### config.mk
export PLATFORM = sky130hd
export DESIGN_NAME = turn_position_ctrl
export DESIGN_NICKNAME = d
export VERILOG_FILES = /design/src/rtl/turn_position_ctrl.sv
export SDC_FILE = /design/constraint.sdc
export NUM_CORES = 1
export LEC_CHECK = 0
export BUFFER_PORTS_ARGS = -buffer_cell sky130_fd_sc_hd__buf_2
export CAP_MARGIN = 10
export CORE_MARGIN = 2
export CORE_UTILIZATION = 43
export DETAILED_ROUTE_END_ITERATION = 12
export MAX_ROUTING_LAYER = met4
export PLACE_DENSITY = 0.65
export REMOVE_ABC_BUFFERS = 1
export SYNTH_ARGS = -nofsm -noshare
export SYNTH_HDL_FRONTEND = slang
export SYNTH_SLANG_ARGS = --single-unit
### constraint.sdc
create_clock -name clk -period 5.55 [get_ports clk]
set_input_delay 0 -clock clk [delete_from_list [all_inputs] [get_ports clk]]
set_output_delay 0 -clock clk [all_outputs]
set_load 0.02 [all_outputs]
### src/rtl/turn_position_ctrl.sv
// Turn and position sequencer for a board game of 2 to 4 players.
// Tracks positions, laps and the active player, and declares a winner.
module turn_position_ctrl #(
  parameter int BOARD_LEN = 24,
  parameter int WIN_LAPS  = 1
) (
  input  logic       clk,
  input  logic       rst,
  input  logic       start,
  input  logic [1:0] n_in,
  input  logic       mv_valid,
  input  logic       mv_hit,
  output logic       mv_ready,
  output logic [1:0] T,
  output logic [1:0] N,
  output logic [4:0] p1_cnt,
  output logic [4:0] p2_cnt,
  output logic [4:0] p3_cnt,
  output logic [4:0] p4_cnt,
  output logic       turn_chg,
  output logic       game_over,
  output logic [1:0] winner
);

  localparam logic [1:0] IDLE = 2'd0;
  localparam logic [1:0] PLAY = 2'd1;
  localparam logic [1:0] OVER = 2'd2;

  localparam logic [4:0] LAST = 5'(BOARD_LEN - 1);
  localparam logic [2:0] WIN  = 3'(WIN_LAPS);

  logic [1:0] state;
  logic [4:0] pos  [4];
  logic [2:0] laps [4];
  logic       accept;
  logic [1:0] last_t;
  logic [2:0] lap_next;

  assign mv_ready  = (state == PLAY);
  assign game_over = (state == OVER);
  assign accept    = mv_valid & mv_ready;

  // Last active index is N+1; N never exceeds 2, so this fits in 2 bits.
  assign last_t   = N + 2'd1;
  assign lap_next = laps[T] + 3'd1;

  assign p1_cnt = pos[0];
  assign p2_cnt = pos[1];
  assign p3_cnt = pos[2];
  assign p4_cnt = pos[3];

  // Game state: start beats moves, moves only apply while playing.
  always_ff @(posedge clk) begin
    if (rst) begin
      state    <= IDLE;
      T        <= 2'd0;
      N        <= 2'd0;
      turn_chg <= 1'b0;
      winner   <= 2'd0;
      for (int i = 0; i < 4; i++) begin
        pos[i]  <= 5'd0;
        laps[i] <= 3'd0;
      end
    end else begin
      turn_chg <= 1'b0;
      if (start) begin
        state  <= PLAY;
        T      <= 2'd0;
        N      <= (n_in == 2'd3) ? 2'd2 : n_in;
        winner <= 2'd0;
        for (int i = 0; i < 4; i++) begin
          pos[i]  <= 5'd0;
          laps[i] <= 3'd0;
        end
      end else if (accept) begin
        if (mv_hit) begin
          if (pos[T] == LAST) begin
            pos[T]  <= 5'd0;
            laps[T] <= lap_next;
            if (lap_next == WIN) begin
              state  <= OVER;
              winner <= T;
            end
          end else begin
            pos[T] <= pos[T] + 5'd1;
          end
        end else begin
          T        <= (T == last_t) ? 2'd0 : T + 2'd1;
          turn_chg <= 1'b1;
        end
      end
    end
  end

endmodule

==> results of run 1 <==
-- cells by family (layout without fill, tap and decap cells) --
kind of cell / Yosys count / in the layout / share of synthesized area, %
AO/OA/AOI/OAI: 11 / 11 / 3.26
XOR/XNOR: 3 / 3 / 1.24
adder cells (fa/ha/maj): 7 / 7 / 4.15
buffers and inverters: 13 / 52 / 3.38
flip-flops: 43 / 43 / 55.9
multiplexers: 12 / 12 / 11.5
AND/OR/NAND/NOR: 82 / 82 / 20.6
-- worst paths after layout --
kind,depth (start not counted),end
min,5,N[0]$_SDFFE_PP0P_
max,5,pos[3][1]$_SDFFCE_PN0P_
min reg2reg,2,winner[1]$_SDFFE_PP0P_
max reg2reg,5,pos[3][1]$_SDFFCE_PN0P_
-- power breakdown --
part / internal [mW] / switching, mW
Clock: 0.117 / 0.108
Combinational: 0.0200 / 0.0338
Sequential: 0.356 / 0.00685
-- critical path: cells and delay by family, from the launching register on --
kind / cells / cell delay, ns
adder cells (fa/ha/maj): 1 / 0.28
flip-flops: 1 / 0.61
multiplexers: 1 / 0.67
AND/OR/NAND/NOR: 3 / 0.95
-- metal layers --
metal | vias up | global-route usage, % | part of all wire [%]
met3 | 6 | 4.20 | 5.9
met1 | 666 | 20.7 | 45
li1 | 697 | - | -
met2 | 49 | 29.9 | 47
met4 | 0 | 6.06 | 1.5
met5 | - | - | 0
-- placed cells by master (no fill, tap or decap), drive strengths merged, types with 2 or more instances in the layout --
master and count:
nand3 6, nand2 20, nor3b 3, mux2i 4, buf 35, nand4 2, and2 19, edfxtp 32
clkbuf 7, dlygate4sd3 3, a21oi 6, and4b 2, ha 7, and3 4, nor2b 2, xnor2 2
mux4 8, nor3 2, dfxtp 11, nor2 17, inv 7
-- flip-flops by register name, summed over array words and instances, names as in the netlist, named ones only --
signal / cells
pos: 20
laps: 12
N: 2
T: 2
state: 2
winner: 2
turn_chg: 1
-- cell type report --
type / count / share of cell area [%]
clock buffer: 7 / 3.97
tap: 67 / 3.41
clock inverter: 1 / 0.255
multi-input combinational: 115 / 35.0
inverter: 6 / 0.917
sequential: 43 / 48.1
timing repair buffer: 38 / 8.35
-- per-stage QoR --
stage,instances,cell area [um^2]
after global routing,277,2460
after global placement,266,2320
after detailed placement,266,2320
final,277,2460
after CTS,277,2460
after floorplan,164,2060
==> flow_metrics.py, run 1 <==
metrics = {
    "status": {
        "run_status": "finished clean",
    },
    "routing": {
        "drtAntennaViolNets": 0,
        "routed_via_density": 5.12,
        "drc": 0,
        "vias": 1418,
        "first_pass_iters": 4,
        "wirelength_mm": 4.35,
        "post_drt_wl_per_cell_um": 15.7,
        "drt_iter0_markers": 117,
    },
    "yosys": {
        "yosysTopAreaCell": "edfxtp_1",
        "ys_ff_latch": 43,
        "synth_top_area_share_pct": 45.5,
        "synthTopCellsByArea": "edfxtp_1 (45%), dfxtp_1 (10%), mux4_1 (7.5%)",
        "ys_types": 33,
        "syn_avg_cell_area_um2": 12.4,
        "netlist_area_mm2": 0.00211,
        "synth_top_flop_cell": "edfxtp_1",
        "ys_seq_area_share_pct": 55.9,
        "yosysWarnings": 0,
        "synth_edf_count": 32,
        "async_flop_share_pct": 0,
        "yosysMostFrequentCell": "edfxtp_1",
        "synthTopCellsByCount": "edfxtp_1 (32), nand2_1 (20), and2_1 (18)",
        "syn_inst": 171,
    },
    "cts": {
        "cts-root-buf": "clkbuf_8",
        "cts_num_sinks": 43,
        "insertion_delay_ns": 0.30,
        "cts_resized": 0,
        "postCtsSetupBuffers": 0,
        "numCtsBuffers": 5,
        "path_clk_slew_ns": 0.08,
        "max-clock-path-buffers": 2,
        "cts_hold_buf": 3,
        "cts_tree": "done",
        "cts.htree.levels": 2,
    },
    "die": {
        "design.die.area_mm2": 0.00549,
        "rows": 25,
        "die_x_um": 74.1,
        "initial_core_util_pct": 44.7,
        "die_y_um": 74.1,
        "core_area_mm2": 0.00472,
        "boundaryPins": 36,
    },
    "cells_and_area": {
        "final_util_pct": 52.0,
        "fin_nets": 223,
        "drive_gt1_share_pct": 22.4,
        "register_area_mm2": 0.00118,
        "n_antenna_cell": 0,
        "fillers": 426,
        "syn2layout_area_growth_pct": 16.3,
        "multiInputGateArea_um2": 860,
    },
    "timing": {
        "slew_viol_final": 0,
        "setup_slack_ns": 2.92,
        "finalSetupTns_ns": 0,
        "slew_headroom_pct": 30.7,
        "fmax_ghz": 0.380,
        "rsz0062_at_grt": "false",
        "hold-worst-slack_ns": 0.0590,
        "worst_pin_slew_ns": 1.02,
        "finalCritPeriodShare_pct": 47.4,
        "fin_crit_ns": 2.63,
        "finalHoldViolations": 0,
        "clock_skew_ns": 0.0130,
        "setup_viol": 0,
    },
    "place": {
        "dp_hpwl_mm": 3.15,
        "port_buffers": 35,
        "place_ws_ns": 2.91,
        "globalplace.congestion": 0.835,
    },
    "setup_path": {
        "slowest_stage": "mux4_1",
        "criticalPathCategory": "reg2reg",
        "crit_required_ns": 5.72,
        "critical_path_arrival_ns": 2.80,
        "reg2reg_slack_ns": 2.92,
        "cp-end-kind": "flop",
        "slowest_delay_ns": 0.67,
        "crit_path_cell_trace": "mux4_1 > ha_1 > and4b_1 > nor3b_1 > and2_1",
        "worst_setup_path_start_kind": "flop",
        "path_max_fanout": 8,
    },
    "global_route": {
        "grt_pass1_vias": 1344,
        "grt_remaining_overflow": 0,
        "grt_pass1_wl_mm": 6.72,
        "grt_antenna_before_repair": 0,
        "grt_start_max_net_pins": 17,
        "grt.total_usage_pct": 17.7,
    },
    "worst_hold_path": {
        "holdCritPathClass": "in2reg",
        "hp-start": "n_in[0]",
    },
    "pwr": {
        "max-vdd-ir-drop_mv": 0.110,
        "p_leak_nw": 1.04,
        "power_mw": 0.641,
        "powerDensity_mw_per_mm2": 261,
    },
    "run": {
        "drv_cap": 0,
    },
}
(Power assumes the default switching activity.)
==> run 2, diff against run 1 <==
- ABC_AREA: unset -> 1
- PLACE_DENSITY: 0.65 -> 0.67
- clock period: 5.55 -> 2.4 ns (I/O delays scaled with it)
==> flow_metrics.py, run 2 <==
metrics = {
    "cts": {
        "cts-root-buf": "clkbuf_8",
        "max-clock-path-buffers": 2,
        "cts_tree": "done",
        "cts_num_sinks": 43,
        "numCtsBuffers": 5,
        "insertion_delay_ns": 0.29,
        "cts.htree.levels": 2,
        "path_clk_slew_ns": 0.08,
    },
    "setup_path": {
        "slowest_stage": "dfxtp_1",
        "slowest_delay_ns": 0.52,
        "cp_num_buf_inv": 4,
        "criticalPathCategory": "reg2reg",
        "cp-end-kind": "flop",
        "crit_path_cell_trace": "inv_2 > nand3_1 > o21ai_2 > inv_1 > ha_1 > inv_1 > nor2_2 > nand2_2 > inv_2 > nand2_1 > nand2_1",
        "path_max_fanout": 10,
        "crit_family": "simple AND/OR/NAND/NOR gates",
        "crit_required_ns": 2.41,
        "worst_setup_path_start_kind": "flop",
        "critical_path_arrival_ns": 2.15,
    },
    "routing": {
        "top_layer_used": "met4",
        "vias": 1677,
        "post_drt_wl_per_cell_um": 13.0,
        "drc": 0,
        "drt_iter0_markers": 94,
        "met1_length_mm": 2.15,
        "routed_via_density": 4.72,
        "wl_met2_mm": 2.15,
        "drtAntennaViolNets": 0,
        "wirelength_mm": 4.60,
        "wl_met3_um": 198,
        "first_pass_iters": 4,
    },
    "cells_and_area": {
        "drive_gt1_share_pct": 22.9,
        "n_antenna_cell": 0,
        "layout_common_cells": "nand2_1 (55), nor2_1 (54), buf_2 (35)",
        "final_util_pct": 52.8,
        "fin_nets": 301,
        "reg_top3": "pos: 20 flops, laps: 12 flops",
        "final_common_cell": "nand2_1",
        "syn2layout_area_growth_pct": 16.1,
        "top_register": "pos",
        "largest_reg_flops": 20,
    },
    "timing": {
        "clock_skew_ns": 0.00327,
        "slew_headroom_pct": 77.5,
        "finalHoldViolations": 0,
        "slew_viol_final": 0,
        "setup_viol": 0,
        "worst_pin_slew_ns": 0.337,
        "finalCritPeriodShare_pct": 89.5,
        "fmax_ghz": 0.466,
        "finalSetupTns_ns": 0,
        "fin_crit_ns": 2.15,
        "rsz0062_at_grt": "false",
    },
    "yosys": {
        "yosysTopAreaCell": "edfxtp_1",
        "yosysMostFrequentCell": "nand2_1",
        "netlist_area_mm2": 0.00219,
        "synthTopCellsByArea": "edfxtp_1 (44%), dfxtp_1 (10%), nand2_1 (9.4%)",
        "yosys.area_share.simple_pct": 28.7,
        "async_flop_share_pct": 0,
        "synth_top_family_by_area": "simple AND/OR/NAND/NOR gates",
        "muxShareOfSynthArea_pct": 0,
        "synth_xor_area_share_pct": 1.66,
        "synth_top_flop_cell": "edfxtp_1",
        "ys_seq_area_share_pct": 53.9,
        "ys_ff_latch": 43,
        "synthAdderAreaFrac_pct": 4.00,
        "ys_types": 30,
        "synth_top_area_share_pct": 43.9,
        "synthTopCellsByCount": "nand2_1 (55), nor2_1 (54), edfxtp_1 (32), inv_1 (32), dfxtp_1 (11)",
        "synth_compound_area_share_pct": 3.60,
        "synth_edf_count": 32,
        "syn_inst": 243,
        "syn_avg_cell_area_um2": 9.02,
        "yosysWarnings": 0,
    },
    "place": {
        "globalplace.congestion": 0.822,
        "dp_hpwl_mm": 3.50,
        "port_buffers": 35,
    },
    "die": {
        "boundaryPins": 36,
        "rows": 25,
        "core_area_mm2": 0.00482,
        "die_y_um": 75.4,
        "initial_core_util_pct": 45.5,
        "die_x_um": 75.4,
        "design.die.area_mm2": 0.00568,
    },
    "pwr": {
        "p_leak_nw": 1.13,
        "powerDensity_mw_per_mm2": 557,
        "max-vdd-ir-drop_mv": 0.329,
    },
    "global_route": {
        "grt.total_usage_pct": 18.7,
        "grt_start_max_net_pins": 16,
        "grt_remaining_overflow": 0,
        "grt_pass1_wl_mm": 7.47,
        "grt_pass1_vias": 1541,
        "grt_antenna_before_repair": 0,
    },
    "run": {
        "drv_cap": 0,
    },
    "worst_hold_path": {
        "holdCritPathClass": "in2reg",
    },
    "status": {
        "run_status": "finished clean",
    },
}
[run 2: cells by family (layout without fill, tap and decap cells)]
family,Yosys count,after routing
AO/OA/AOI/OAI,13,13
XOR/XNOR,2,2
flip-flops,43,43
buffers and inverters,39,84
adder cells (fa/ha/maj),7,7
AND/OR/NAND/NOR,139,139
[run 2: metal layers]
metal / GRT usage [%] / vias up
met3: 3.84 / 11
li1: - / 861
met4: 7.60 / 0
met2: 28.0 / 42
met5: - / -
met1: 24.9 / 763
[run 2: final cells by class]
class / count / area [um^2]
Fill cell: 464 / 2270
Sequential cell: 43 / 1180
Multi-Input combinational cell: 161 / 832
Timing Repair Buffer: 41 / 228
Inverter: 35 / 136
Tap cell: 67 / 83.8
Clock buffer: 7 / 76.3
Clock inverter: 1 / 5.00
[run 2: worst register-to-register path: stages, from the launching register on]
cell and delay, ns:
dfxtp_1 0.52, inv_2 0.18, nand3_1 0.13, o21ai_2 0.07, inv_1 0.09, ha_1 0.14
inv_1 0.05, nor2_2 0.18, nand2_2 0.10, inv_2 0.12, nand2_1 0.12, nand2_1 0.15
[run 2: stage by stage]
step           hold WS (ns)  worst slack, ns  power [mW]  area, um^2  std cells
4_1_cts             0.00534            0.148        1.43        2540        355
5_1_grt              0.0378           0.0273        1.47        2540        355
3_5_place_dp          0.207            0.167       0.985        2430        344
6_report             0.0132            0.253        1.42        2540        355
3_3_place_gp          0.210            0.255       0.985        2430        344
2_1_floorplan        0.0691            0.359       0.938        2150        239
[run 2: path summary, 6_finish.rpt]
check	startpoint	endpoint	slack [ns]	cells past startpoint
max	flop	laps[3][0]$_SDFFCE_PN0P_	0.25	11
min	start	state[0]$_SDFFE_PP0P_	0.01	3
max reg2reg	flop	laps[3][0]$_SDFFCE_PN0P_	0.25	11
min reg2reg	state[0]$_SDFFE_PP0P_	state[0]$_SDFFE_PP0P_	0.49	2
[run 2: repair_timing]
action | CTS | global route
setup endpoints to repair | 0 | 12
setup buffers | 0 | 0
gates resized for setup | 0 | 1
hold buffers | 3 | 0
hold endpoints to repair | 3 | 0
[run 2: report_power, final]
| part | internal (mW) | total [mW] | switching (mW) |
|---|---|---|---|
| Combinational | 0.0436 | 0.134 | 0.0903 |
| Clock | 0.204 | 0.444 | 0.240 |
| Sequential | 0.822 | 0.838 | 0.0158 |
| Total | 1.07 | 1.42 | 0.346 |
